**src/rtl/demux_dispatcher.sv**
```systemverilog
// Sequencing controller for the 1-to-4 demux: holds one word and steers it to a consumer
// chosen by tag or round-robin, with per-channel delivery counters and a sticky stall flag.
module demux_dispatcher_chan_cnt #(
  parameter int CNT_W = 16
) (
  input  logic             clk,
  input  logic             rst_n,
  input  logic             i_inc,
  output logic [CNT_W-1:0] o_cnt
);
  logic [CNT_W-1:0] r_cnt;

  always_ff @(posedge clk or negedge rst_n) begin
    if (!rst_n)     r_cnt <= '0;
    else if (i_inc) r_cnt <= r_cnt + 1'b1;
  end

  assign o_cnt = r_cnt;
endmodule

module demux_dispatcher #(
  parameter int DATA_W  = 64,
  parameter int CNT_W   = 16,
  parameter int TIMEOUT = 255
) (
  input  logic              clk,
  input  logic              rst_n,
  input  logic              in_valid,
  output logic              in_ready,
  input  logic [DATA_W-1:0] in_data,
  input  logic [1:0]        in_dest,
  input  logic              rr_mode,
  output logic [DATA_W-1:0] out_data,
  output logic [1:0]        out_sel,
  output logic [3:0]        out_valid,
  input  logic [3:0]        out_ready,
  output logic [CNT_W-1:0]  cnt0,
  output logic [CNT_W-1:0]  cnt1,
  output logic [CNT_W-1:0]  cnt2,
  output logic [CNT_W-1:0]  cnt3,
  output logic              stall_err,
  input  logic              clr_err
);
  localparam int SC_W = $clog2(TIMEOUT + 1);

  typedef enum logic {IDLE, HOLD} state_t;

  state_t            r_state;
  logic [DATA_W-1:0] r_data;
  logic [1:0]        r_sel;
  logic [1:0]        r_rr_ptr;
  logic              r_rr_held;
  logic              r_live;
  logic [SC_W-1:0]   r_stall;
  logic              r_err;

  logic                        w_sel_rdy;
  logic                        w_xfer;
  logic                        w_accept;
  logic [1:0]                  w_rr_cur;
  logic [3:0][CNT_W-1:0]       w_cnt;

  assign w_sel_rdy = out_ready[r_sel];
  assign w_xfer    = (r_state == HOLD) & w_sel_rdy;
  assign in_ready  = r_live & ((r_state == IDLE) | w_sel_rdy);
  assign w_accept  = in_valid & in_ready;
  // A round-robin word leaving on the same edge a new one arrives must advance the
  // pointer for the newcomer, otherwise back-to-back words would repeat a channel.
  assign w_rr_cur  = (w_xfer & r_rr_held) ? r_sel + 2'd1 : r_rr_ptr;

  always_ff @(posedge clk or negedge rst_n) begin
    if (!rst_n) begin
      r_state   <= IDLE;
      r_data    <= '0;
      r_sel     <= '0;
      r_rr_ptr  <= '0;
      r_rr_held <= 1'b0;
      r_live    <= 1'b0;
      r_stall   <= '0;
      r_err     <= 1'b0;
    end else begin
      r_live <= 1'b1;
      if (w_xfer & r_rr_held) r_rr_ptr <= r_sel + 2'd1;
      if (w_accept) begin
        r_data    <= in_data;
        r_sel     <= rr_mode ? w_rr_cur : in_dest;
        r_rr_held <= rr_mode;
        r_state   <= HOLD;
      end else if (w_xfer) begin
        r_state   <= IDLE;
      end
      if ((r_state == HOLD) && !w_sel_rdy) begin
        if (r_stall != SC_W'(TIMEOUT)) r_stall <= r_stall + 1'b1;
      end else begin
        r_stall <= '0;
      end
      // Set takes priority over clear.
      if (r_stall == SC_W'(TIMEOUT)) r_err <= 1'b1;
      else if (clr_err)              r_err <= 1'b0;
    end
  end

  for (genvar ch = 0; ch < 4; ch++) begin : g_cnt
    demux_dispatcher_chan_cnt #(.CNT_W(CNT_W)) u_cnt (
      .clk   (clk),
      .rst_n (rst_n),
      .i_inc (w_xfer & (r_sel == 2'(ch))),
      .o_cnt (w_cnt[ch])
    );
  end

  assign out_data  = r_data;
  assign out_sel   = r_sel;
  assign out_valid = (r_state == HOLD) ? (4'b0001 << r_sel) : 4'b0000;
  assign cnt0      = w_cnt[0];
  assign cnt1      = w_cnt[1];
  assign cnt2      = w_cnt[2];
  assign cnt3      = w_cnt[3];
  assign stall_err = r_err;
endmodule

```
**config.mk**
```make
export PLATFORM = sky130hd
export DESIGN_NAME = demux_dispatcher
export DESIGN_NICKNAME = d
export VERILOG_FILES = /design/src/rtl/demux_dispatcher.sv
export SDC_FILE = /design/constraint.sdc
export NUM_CORES = 1
export LEC_CHECK = 0
export CORE_MARGIN = 2
export CORE_UTILIZATION = 45
export DETAILED_ROUTE_END_ITERATION = 10
export PLACE_DENSITY = 0.89
export SYNTH_ARGS = -nofsm -noshare
export SYNTH_HDL_FRONTEND = slang
export SYNTH_SLANG_ARGS = --single-unit
```
**constraint.sdc**
```tcl
create_clock -name clk -period 4.6 [get_ports clk]
set_input_delay 0.69 -clock clk [delete_from_list [all_inputs] [get_ports clk]]
set_output_delay 0.69 -clock clk [all_outputs]
set_load 0.01 [all_outputs]
```
## Word-level counts from Yosys, hierarchy flattened

Index checks and enable logic that the tools add are counted.

| word-level totals | value |
|---|---|
| register bits after elaboration | 144 |
| bits of input ports | 75 |

| operators by class | value |
|---|---|
| $add $sub $neg | 6 |
| order comparisons | 1 |
| eq/ne operators | 6 |
| shift-type cells | 1 |
| multiplexer cells | 11 |
| bitwise operators | 10 |
| reductions and logical operators | 5 |

Operator list:

| operator | count |
|---|---|
| $add A16 B1 Y16 const B | 4 |
| $mux W8 | 2 |
| $add A8 B1 Y8 const B | 1 |
| $and A1 B1 Y1 | 8 |
| $eq A8 B8 Y1 const B | 1 |
| $ne A8 B8 Y1 const B | 1 |
| $mux W1 | 5 |
| $eq A2 B2 Y1 const B | 2 |
| $mux W2 | 2 |
| $mux W4 | 1 |
| $reduce_bool A2 Y1 | 2 |
| $shl A1 B2 Y4 const A | 1 |
| $lt A2 B3 Y1 const B | 1 |
| $add A2 B1 Y2 const B | 1 |
| $bmux W1 S2 | 1 |
| $eq A2 B1 Y1 const B | 1 |
| $logic_not A2 Y1 | 1 |
| $ne A2 B1 Y1 const B | 1 |
| $logic_and A1 B1 Y1 | 1 |
| $logic_not A1 Y1 | 1 |
| $not A1 Y1 | 1 |
| $or A1 B1 Y1 | 1 |

## Logic depth before layout (Yosys ltp)

Gate-level depths: netlist of the first run.

| logic depth | value |
|---|---|
| depth after elaboration | 6 |
| gate-level depth with buffers | 7 |
| mapped depth without buffers | 6 |

## Hierarchy

A second synthesis of the first run with hierarchy kept.

| unflattened totals | value |
|---|---|
| cells, all modules | 451 |
| area total of the unflattened synthesis | 6050.8 µm² |

By module, submodules not included:

| module | instances | cells each | area each (µm²) | seq. area each (µm²) |
|---|---|---|---|---|
| demux_dispatcher | 1 | 227 | 3268.1 | 2001.9 |
| demux_dispatcher_chan_cnt | 4 | 56 | 695.7 | 400.4 |

## Least setup slack after synthesis of the first run

No wires, ideal clock.

| timing path | value |
|---|---|
| kind | input -> output |
| from | input out_ready[3] |
| to | output in_ready |
| arrival time | 1813 ps |
| path slack | 2097 ps |
| cell stages on the path | 4 |
| cells stage by stage | mux4_2 > nand2b_1 > clkbuf_1 > and2_1 |

| between the ends | value |
|---|---|
| word-level cells in the longest chain between the ends | 4 |

Ends and longest elaborated chain:

| what | RTL line | RTL |
|---|---|---|
| from (decl) | 36 | `input logic [3:0] out_ready,` |
| $bmux W1 S2 | 63 | `assign w_sel_rdy = out_ready[r_sel];` |
| $mux W1 (not written as such) | 63 |  |
| $or A1 B1 Y1 | 65 | `assign in_ready = r_live & ((r_state == IDLE) \| w_sel_rdy);` |
| $and A1 B1 Y1 | 65 |  |
| to (decl) | 29 | `output logic in_ready,` |

No other way between the ends. The select of a mux whose other input is x is not followed.

## Worst setup path after layout of the first run

Ends and elaborated chain as after synthesis.

==> results of run 1 <==
power by group through the flow:
| stage | clock [mW] | combinational [mW] | sequential (mW) |
|---|---|---|---|
| floorplan | 0 | 0.445 | 1.86 |
| global placement | 0 | 1.25 | 1.76 |
| detailed placement | 0 | 1.29 | 1.79 |
| CTS | 1.28 | 1.30 | 1.77 |
| global route | 1.34 | 1.38 | 1.81 |
| finish | 1.26 | 1.28 | 1.77 |
worst max-delay path by stage:
stage                      start       end  slack, ns
floorplan           out_ready[3]  in_ready       2.10
global placement    out_ready[3]  in_ready       1.01
detailed placement  out_ready[3]  in_ready       0.97
CTS                 out_ready[3]  in_ready       0.95
global route        out_ready[3]  in_ready       0.85
finish              out_ready[3]  in_ready       0.94
cell usage in the layout, fill, tap and decap left out, types with 3 or more instances in the layout:
cell               n
clkdlybuf4s50_1  209
clkinv_2           7
nand2_1           36
clkbuf_16         17
inv_1             10
ha_1               9
xnor2_1           43
and4_1             9
nor2_1            16
nor4_1             3
mux2i_1            3
xor2_1            19
clkbuf_1           3
buf_4              3
dfrtp_1          144
nor3_1            12
mux2_2            68
nand3_1           21
and3_1            15
and2_1            12
nand4_1           23
metrics by stage:
stage          power, mW  setup WS, ns
2_1_floorplan       2.30          2.10
3_3_place_gp        3.01          1.01
3_5_place_dp        3.08         0.967
4_1_cts             4.35         0.950
5_1_grt             4.53         0.847
6_report            4.31         0.945
area by class of cell:
cell class                      count  area, sq um  share of cell area, %
Timing Repair Buffer              213         2130                   23.9
Tap cell                          176          220                   2.47
Sequential cell                   144         3600                   40.5
Clock buffer                       22          464                   5.22
Inverter                           10         37.5                  0.422
Multi-Input combinational cell    309         2380                   26.8
Clock inverter                      8         65.1                  0.731
critical path, delay by kind of cell:
kind                   cells  cell delay, ns
buffers and inverters      2            0.91
and+or+nand+nor            2            0.66
muxes                      1            0.69
state kept, by name, summed over array words and instances (netlist names):
signal and flops:
g_cnt.u_cnt.o_cnt 64, r_live 1, r_rr_ptr 2, out_sel 2, stall_err 1, r_stall 8, out_data 64, r_rr_held 1
r_state 1
per-layer routing:
layer	wire length (um)	GRT usage (%)	up-vias
li1	-	-	2094
met1	6110	26.1	2306
met2	7990	37.4	179
met3	955	6.25	32
met4	395	9.08	0
met5	0	0	-
cell families after synthesis:
| logic type | Yosys count |
|---|---|
| adders and majority gates | 9 |
| and+or+nand+nor | 152 |
| xor gates and xnor gates | 62 |
| other | 1 |
| DFF | 144 |
| muxes | 72 |
| AOI/OAI and AO/OA | 13 |
| buffers and inverters | 26 |
==> results.rst, run 1 <==
.. list-table::
   :header-rows: 1

   * - Metric
     - Value
   * - Synth top area share
     - 58.6%
   * - Number of library cell types mapped by synthesis
     - 33
   * - Total clock buffers created by CTS
     - 17
   * - Number of setup violations in the final report
     - 0
   * - Via count of the first global-routing pass
     - 4,911
   * - Main combinational cell family by area after synthesis
     - multiplexers
   * - Antenna-violating nets left
     - 0
   * - Power per standard cell area
     - 484 mW/mm^2
   * - Slack of the worst reg-to-reg path
     - 2.09 ns
   * - Share of cells above drive strength 1
     - 14.4%
   * - Total nets after synthesis
     - 563
   * - Main area contributors after synthesis
     - dfrtp_1 (59%), mux2_2 (12%), xnor2_1 (6.1%)
   * - Syn Std Cell Area
     - 0.00614 sq mm
   * - Die width
     - 121 um
   * - Cell taking the most area after synthesis
     - dfrtp_1
   * - Worst Setup Path Type
     - in2out
   * - Critical path data required time
     - 3.91 ns
   * - First DRT Iteration DRCs
     - 243
   * - Total of max-cap violations
     - 0
   * - Clock-pin slew on the worst setup and hold paths
     - 0.05 ns
   * - Area of all placed cells without fillers
     - 0.00890 sq mm
   * - Most frequent cells after synthesis
     - dfrtp_1 (144), mux2_2 (68), xnor2_1 (43)
   * - Fin cells
     - 882
   * - Top-count cell post-synth
     - dfrtp_1
   * - Type of the most critical hold path
     - in2async
   * - Total number of clock tree sinks
     - 144
   * - Initial Utilization
     - 46.2%
   * - Kind of end point of the critical path
     - output port
   * - Floorplan core area
     - 0.0133 sq mm
   * - Floorplan die area
     - 0.0146 sq mm
   * - Adder-cell share of the synthesized area
     - 1.83%
   * - Maximum vdd drop
     - 306 uV
   * - Final sum of negative setup slack
     - 0 ns
   * - Most used flip-flop cell after synthesis
     - dfrtp_1
   * - DPL Wire Length
     - 11,100 um
   * - Largest net degree at the start of global routing
     - 108
   * - Mean post-synth cell area
     - 12.8 sq um
   * - Peak Freq
     - 0.274 GHz
   * - Max transition margin
     - 35.9%
   * - Worst clock skew
     - 0.00605 ns
   * - Fraction of power consumed by sequential logic
     - 41.1%
   * - Post-layout util
     - 66.9%
   * - Cells along the critical path
     - clkdlybuf4s50_1 > mux4_2 > nand2b_1 > and2_1 > clkdlybuf4s50_1
   * - Outcome
     - completed
   * - Proportion of power drawn by the clock network
     - 29.2%
   * - Post-CTS setup buffers
     - 0
   * - Number of port buffers
     - 210
   * - Worst Reg2Reg Path Length in Cells
     - 4
   * - Hold buffers post-CTS
     - 0
   * - Deepest level of the CTS H-tree
     - 4
   * - Leakage power
     - 3.82 nW
   * - Maximum net fanout on the critical path
     - 18
   * - Number of enable flip-flop cells after synthesis
     - 0
   * - Clock latency at the later pin of the worst-skew pair
     - 0.42 ns
   * - Number of antenna violations at the first check in global routing
     - 0
   * - Vias per Instance
     - 5.23
   * - ANT cells
     - 0
   * - Critical path's most frequent cell
     - clkdlybuf4s50_1
   * - Routed via count
     - 4,611
   * - Overflow left after global routing
     - 0
   * - Hold Worst Slack
     - 0.369 ns
   * - Xor/xnor cell area share of the yosys netlist
     - 8.84%
   * - FF-to-FF End
     - out_data[10]$_DFFE_PN0P_
   * - Fraction of the mapped netlist area in compound gates
     - 1.61%
   * - Arrival time of data at the critical path endpoint
     - 2.97 ns
   * - DP Area
     - 0.00837 sq mm
   * - Gates resized, CTS repair
     - 0
   * - Slowest stage delay, CP
     - 0.69 ns
   * - Number of placement rows
     - 42
   * - Fill cell instance count of the final layout
     - 948
   * - Synth async-reset ratio
     - 100%
   * - Number of storage elements in the synthesis netlist
     - 144
   * - Start of the worst register-to-register path
     - out_sel[0]$_DFFE_PN0P_
   * - Basic-gate share of the synthesized area counting and, or, nand and nor cells
     - 13.1%
   * - DRC violations left
     - 0
   * - Element type at the critical path start
     - input pin
   * - P&R area growth vs syn
     - 44.8%
   * - Sequential share of the synthesized area
     - 58.6%
   * - Post-Place Cells
     - 852
   * - Total number of nets in the final design
     - 779
   * - CTS tree
     - built
   * - Synth Instances
     - 479
   * - Vertical extent of the die
     - 121 um
   * - Share of synthesized area spent on multiplexers
     - 13.3%
   * - Final Hold Fails
     - 0
   * - Slowest stage cell, crit path
     - mux4_2
   * - Wire length of the first global-routing pass
     - 24,900 um
   * - Power share of the combinational group
     - 29.7%
   * - Number of buffers on the longest clock path
     - 2
   * - Root buffer cell
     - clkbuf_16
   * - Synthesis warning total
     - 0
   * - Routability congestion estimate from global placement
     - 0.823
   * - Total global-route track usage
     - 22.0%
   * - Setup repair after global routing missed its margin
     - false
   * - # IOs
     - 211
   * - Pre-Repair DR Iteration Count
     - 5
   * - Reported net switching power
     - 1.24 mW
   * - Pins over their slew limit
     - 0
   * - Switching Share
     - 28.8%
   * - Internal power consumption
     - 3.07 mW
   * - Worst slew pin tran
     - 0.962 ns
   * - Routed wire length per instance
     - 17.5 um
   * - Minimum clock period
     - 3.66 ns
   * - Detailed-route wire length
     - 15,400 um
   * - Final clock period utilization by the worst path
     - 79.5%
(Power assumes the default switching activity.)
==> run 2: changes to the inputs <==
==> constraint.sdc (replaced) <==
create_clock -name clk -period 3.6 [get_ports clk]
set_input_delay 0.54 -clock clk [delete_from_list [all_inputs] [get_ports clk]]
set_output_delay 0.54 -clock clk [all_outputs]
set_load 0.01 [all_outputs]
==> run 2 against run 1 <==
  * First-iteration DRC count grew 7.8%
  * Largest cell class unchanged
  * Die area is the same
  * Global-route usage shrank 0.085 points
==> results.rst, run 2 (synthesis results as in run 1) <==
.. list-table::
   :header-rows: 1

   * - Metric
     - Value
   * - Number of placement rows
     - 42 (unchanged)
   * - Proportion of power drawn by the clock network
     - 31.0% (+1.8 points)
   * - Final Hold Fails
     - 0 (unchanged)
   * - Final clock period utilization by the worst path
     - 80.9%
   * - Total number of nets in the final design
     - 781 (+0.26%)
   * - Element type at the critical path start
     - flop
   * - Number of antenna violations at the first check in global routing
     - 0 (unchanged)
   * - Die width
     - 121 um (unchanged)
   * - Reported net switching power
     - 1.63 mW (+31%)
   * - Endpoint of the worst setup timing path
     - in_ready
   * - Fraction of power consumed by sequential logic
     - 39.8% (-1.3 points)
   * - Total clock buffers created by CTS
     - 17 (unchanged)
   * - CTS tree
     - built
   * - DPL Wire Length
     - 11,100 um (+0.46%)
   * - Routed wire length per instance
     - 17.3 um (-1.3%)
   * - Pins over their slew limit
     - 0 (unchanged)
   * - Power share of the combinational group
     - 29.2% (-0.5 points)
   * - Leakage power
     - 3.85 nW (+0.75%)
   * - Routed via count
     - 4,586 (-0.54%)
   * - Initial Utilization
     - 46.2% (unchanged)
   * - Root buffer cell
     - clkbuf_16
   * - Kind of end point of the critical path
     - output port
   * - Maximum vdd drop
     - 377 uV (+23%)
   * - Type of the most critical hold path
     - in2async
   * - Total global-route track usage
     - 21.9% (-0.085 points)
   * - First DRT Iteration DRCs
     - 262 (+7.8%)
   * - Most common cell after layout, fill and taps aside
     - clkdlybuf4s50_1
   * - Switching Share
     - 28.7% (-0.18 points)
   * - Post-CTS setup buffers
     - 0 (unchanged)
   * - Overflow left after global routing
     - 0 (unchanged)
   * - Deepest level of the CTS H-tree
     - 4 (unchanged)
   * - Total number of clock tree sinks
     - 144 (unchanged)
   * - FF-to-FF End
     - out_data[44]$_DFFE_PN0P_
   * - Total of max-cap violations
     - 0 (unchanged)
   * - Floorplan core area
     - 0.0133 sq mm (unchanged)
   * - Share of cells above drive strength 1
     - 15.2% (+0.76 points)
   * - Number of port buffers
     - 210 (unchanged)
   * - Final sum of negative setup slack
     - 0 ns (unchanged)
   * - Critical path data required time
     - 3.06 ns (-0.85 ns)
   * - Cells along the critical path
     - mux4_2 > nand2b_1 > and2_1 > clkdlybuf4s50_1
   * - Most used cells in the layout excluding fill and tap cells
     - clkdlybuf4s50_1 (209), dfrtp_1 (144), mux2_2 (68), xnor2_1 (43), nand2_1 (36)
   * - Hold Worst Slack
     - 0.130 ns (-0.239 ns)
   * - Worst slew pin tran
     - 0.691 ns (-0.271 ns)
   * - Via count of the first global-routing pass
     - 4,955 (+0.90%)
   * - Slowest stage delay, CP
     - 0.60 ns (-0.09 ns)
   * - Setup repair after global routing missed its margin
     - false
   * - Startpoint of the most critical setup path
     - out_sel[0]$_DFFE_PN0P_
   * - DRC violations left
     - 0 (unchanged)
   * - Combined area of the multi-input logic cells
     - 0.00238 sq mm (unchanged)
   * - Vias per Instance
     - 5.18 (-0.99%)
   * - # IOs
     - 211 (unchanged)
   * - Floorplan die area
     - 0.0146 sq mm (unchanged)
   * - Antenna-violating nets left
     - 0 (unchanged)
   * - Clock latency at the later pin of the worst-skew pair
     - 0.41 ns (about the same)
   * - Hold buffers post-CTS
     - 0 (unchanged)
   * - Power per standard cell area
     - 631 mW/mm^2 (+30%)
   * - Register area
     - 0.00360 sq mm (unchanged)
   * - Fill cell instance count of the final layout
     - 964 (+1.7%)
   * - Outcome
     - completed
   * - Worst clock skew
     - 0.00702 ns (+0.000969 ns)
   * - ANT cells
     - 0 (unchanged)
   * - Peak Freq
     - 0.343 GHz
   * - Worst Setup Path Type
     - reg2out
   * - Vertical extent of the die
     - 121 um (unchanged)
   * - Gates resized, CTS repair
     - 0 (unchanged)
   * - Clock-pin slew on the worst setup and hold paths
     - 0.06 ns (about the same)
   * - Arrival time of data at the critical path endpoint
     - 2.37 ns (-0.60 ns)
   * - Worst Reg2Reg Path Length in Cells
     - 5 (+1)
   * - Minimum clock period
     - 2.91 ns
   * - Start of the worst register-to-register path
     - out_sel[0]$_DFFE_PN0P_
   * - Maximum net fanout on the critical path
     - 7 (-11)
   * - Detailed-route wire length
     - 15,300 um (-0.87%)
   * - Largest net degree at the start of global routing
     - 75 (-31%)
   * - Internal power consumption
     - 4.05 mW (+32%)
   * - Number of setup violations in the final report
     - 0 (unchanged)
   * - Pre-Repair DR Iteration Count
     - 4 (-1)
   * - Number of buffers on the longest clock path
     - 2 (unchanged)
   * - Slack of the worst reg-to-reg path
     - 1.23 ns (-0.86 ns)
   * - Routability congestion estimate from global placement
     - 0.817 (-0.72%)
   * - Wire length of the first global-routing pass
     - 24,900 um (-0.16%)
   * - Max transition margin
     - 54.0% (+18 points)
   * - P&R area growth vs syn
     - 46.5%
   * - Slowest stage cell, crit path
     - mux4_2
[run 2: through the flow]
| step | total power, mW | setup WS (ns) | util, % | instance area (sq um) | std cells |
|---|---|---|---|---|---|
| after floorplan | 2.94 | 1.38 | - | 6140 | 479 |
| after global placement | 3.87 | 0.703 | 63.3 | 8410 | 854 |
| after detailed placement | 3.96 | 0.723 | 63.3 | 8410 | 854 |
| after CTS | 5.74 | 0.646 | 67.7 | 9000 | 886 |
| after global routing | 5.97 | 0.560 | 67.7 | 9000 | 886 |
| final | 5.68 | 0.687 | 67.7 | 9000 | 886 |
[run 2: layout make-up]
type	count	area share, %
inverter	10	0.417
sequential	144	40.0
timing repair buffer	215	24.1
clock buffer	18	4.77
tap	176	2.45
clock inverter	14	1.83
multi-input combinational	309	26.5
[run 2: worst min path at each step]
stage / end / from / depth (start not counted) / slack [ns]
global placement: g_cnt[2].u_cnt.o_cnt[15]$_DFFE_PN0P_ / g_cnt[2].u_cnt.o_cnt[15]$_DFFE_PN0P_ / 1 / 0.46
finish: g_cnt[0].u_cnt.o_cnt[15]$_DFFE_PN0P_ / rst_n / 1 / 0.13
floorplan: g_cnt[0].u_cnt.o_cnt[0]$_DFFE_PN0P_ / rst_n / 0 / 0.24
global route: g_cnt[0].u_cnt.o_cnt[15]$_DFFE_PN0P_ / rst_n / 1 / 0.19
detailed placement: g_cnt[0].u_cnt.o_cnt[15]$_DFFE_PN0P_ / g_cnt[0].u_cnt.o_cnt[15]$_DFFE_PN0P_ / 1 / 0.46
CTS: g_cnt[0].u_cnt.o_cnt[15]$_DFFE_PN0P_ / rst_n / 1 / 0.16
[run 2: power by group through the flow]
stage / Clock (mW) / Combinational, mW / Sequential, mW
after global routing: 1.88 / 1.78 / 2.31
after floorplan: 0 / 0.569 / 2.37
after detailed placement: 0 / 1.68 / 2.28
after CTS: 1.79 / 1.68 / 2.26
after global placement: 0 / 1.62 / 2.25
final: 1.76 / 1.66 / 2.26
[run 2: critical path, delay by kind of cell, from the launching register on]
family	cells	cell delay [ns]
and+or+nand+nor	2	0.38
DFF	1	0.50
muxes	1	0.60
buffers and inverters	1	0.49
[run 2: metal layers]
metal	share of wire (%)	global-route usage, %
met5	0	0
met2	52	38.1
met3	6.2	6.16
met1	39	25.5
met4	2.6	8.50
==> edit, RTL diff (settings of run 2) <==
`CNT_W` is set to 16 in 2 places; all go to 18.
--- a/src/rtl/demux_dispatcher.sv
+++ b/src/rtl/demux_dispatcher.sv
@@ -1,7 +1,7 @@
 // Sequencing controller for the 1-to-4 demux: holds one word and steers it to a consumer
 // chosen by tag or round-robin, with per-channel delivery counters and a sticky stall flag.
 module demux_dispatcher_chan_cnt #(
-  parameter int CNT_W = 16
+  parameter int CNT_W = 18
 ) (
   input  logic             clk,
   input  logic             rst_n,
@@ -20,7 +20,7 @@
 
 module demux_dispatcher #(
   parameter int DATA_W  = 64,
-  parameter int CNT_W   = 16,
+  parameter int CNT_W   = 18,
   parameter int TIMEOUT = 255
 ) (
   input  logic              clk,
Interface: changed (resized cnt0, cnt1, cnt2 and cnt3); port bits go from 211 to 219. The function was not compared with the original's and may differ.
==> edit against run 2 <==
  * Design area rose by 5.7%
  * Cell count rose by 5.4%
  * Clock power rose by 7%
  * Sequential share of layout area fell by 0.053 points
  * Die area rose by 6.2%
  * Wire length rose by 1.6%
  * Synthesized area rose by 6.4%
  * Power rose by 3.6%
  * Setup slack got worse by 0.012 ns
  * Hold slack improved by 0.0065 ns
  * Utilization fell by 1.5 points
  * Sequential cell count rose by 8
  * Largest power group unchanged
  * Highest routed layer is now met5
==> edit: results (changes against run 2) <==
| Metric | Value |
|---|---|
| Worst min path class | `input port to async pin` |
| Crit-path max FO | `7 (unchanged)` |
| GP Congestion | `0.873 (+6.8%)` |
| Clk_skew | `0.00604 ns (-0.000980 ns)` |
| Area post-placement | `8890 sq um (+5.7%)` |
| Slew @ Worst Pin | `0.694 ns (+0.00397 ns)` |
| Sequential-to-total area share from yosys stat | `58.2% (-0.47 points)` |
| IO buf count | `218 (+3.8%)` |
| Detailed-route via count | `4875 (+6.3%)` |
| Reg2reg end | `out_data[39]` |
| Switching Share | `27.9% (-0.81 points)` |
| Total GRT Usage | `21.1% (-0.83 points)` |
| Setup violators final | `0 (unchanged)` |
| Placed wire-length estimate | `11.3 mm (+1.7%)` |
| Number of library cell types mapped by synthesis | `36 (+9.1%)` |
| Vias in the first global route | `5189 (+4.7%)` |
| First-pass GRT wire length | `26.1 mm (+4.9%)` |
| Synth cell count leaders | `152 x dfrtp_1, 69 x mux2_2, 46 x xnor2_1` |
| R2R Setup Slk | `1.14 ns (-0.09 ns)` |
| CP startpoint | `out_sel[0]` |
| Synth Warn # | `0 (unchanged)` |
| End of the critical path | `in_ready` |
| Clk slew on worst S/H paths | `0.06 ns (about the same)` |
| Fin nets | `822 (+5.2%)` |
| Initial antenna violation count | `1 (+1)` |
| Total clock buffers created by CTS | `17 (unchanged)` |
| Fillcell total | `1012 (+5.0%)` |
| Post-Synthesis Net Count | `596 (+5.9%)` |
| Maximum VDD drop | `0.386 mV (+2.3%)` |
| Iter 0 DRT Violations | `217 (-17%)` |
| Post-Route WL | `15.6 mm (+1.6%)` |
| Outcome | `finished clean` |
| Top cells by area, synth | `dfrtp_1 58%, mux2_2 12%, xnor2_1 6.2%` |
| Share of cells above drive strength 1 | `14.7% (-0.54 points)` |
| Largest net degree at the start of global routing | `78 (+4.0%)` |
| Static leakage | `4.09 nW (+6.3%)` |
edit: layout make-up:
class | count | area, sq um | share of cell area (%)
Inverter | 11 | 41.3 | 0.434
Clock buffer | 19 | 453 | 4.76
Clock inverter | 12 | 175 | 1.84
Sequential cell | 152 | 3800 | 40.0
Tap cell | 184 | 230 | 2.42
Timing Repair Buffer | 222 | 2240 | 23.5
Multi-Input combinational cell | 334 | 2580 | 27.1
edit: worst max-delay path: stages (launching register included):
cell and delay (ns):
dfrtp_1 0.52, mux4_2 0.60, nand2b_1 0.19, and2_1 0.19, clkdlybuf4s50_1 0.49
edit: kinds of logic after synthesis:
| kind of cell | share of synthesized area (%) |
|---|---|
| and+or+nand+nor | 14.0 |
| AOI/OAI and AO/OA | 1.51 |
| xor gates and xnor gates | 9.38 |
| DFF | 58.2 |
| adders and majority gates | 1.72 |
| muxes | 12.7 |
| other | 0.0574 |
| buffers and inverters | 2.43 |
edit: per-stage QoR:
stage	util, %	total power [mW]	std cells	setup slack [ns]	hold WS [ns]
global route	66.2	6.18	934	0.555	0.191
finish	66.2	5.89	934	0.676	0.136
CTS	66.2	5.95	934	0.632	0.168
detailed placement	61.9	4.05	903	0.703	0.469
global placement	61.9	3.97	903	0.707	0.459
floorplan	-	3.05	512	1.30	0.244
edit: metal layers:
| layer | part of all wire (%) | vias to the layer above | GRT usage [%] |
|---|---|---|---|
| met4 | 2.5 | 2 | 9.25 |
| met3 | 8.8 | 34 | 7.13 |
| met1 | 39 | 2374 | 24.8 |
| met5 | 0.084 | - | 0 |
| li1 | - | 2238 | - |
| met2 | 50 | 227 | 35.1 |
edit: power by group through the flow:
stage / clock network, mW / logic (mW) / registers [mW]
floorplan: 0 / 0.579 / 2.47
global placement: 0 / 1.62 / 2.35
detailed placement: 0 / 1.67 / 2.38
CTS: 1.92 / 1.68 / 2.36
global route: 1.99 / 1.78 / 2.41
finish: 1.88 / 1.65 / 2.36
edit: worst min-delay path by stage:
stage | from | end | slack [ns] | cells after the start
4_1_cts | rst_n | g_cnt[3].u_cnt.o_cnt[9] | 0.17 | 1
2_1_floorplan | rst_n | g_cnt[0].u_cnt.o_cnt[0] | 0.24 | 0
6_report | rst_n | g_cnt[3].u_cnt.o_cnt[9] | 0.14 | 1
3_5_place_dp | g_cnt[2].u_cnt.o_cnt[17] | g_cnt[2].u_cnt.o_cnt[17] | 0.47 | 1
3_3_place_gp | g_cnt[3].u_cnt.o_cnt[17] | g_cnt[3].u_cnt.o_cnt[17] | 0.46 | 1
5_1_grt | rst_n | g_cnt[3].u_cnt.o_cnt[9] | 0.19 | 1
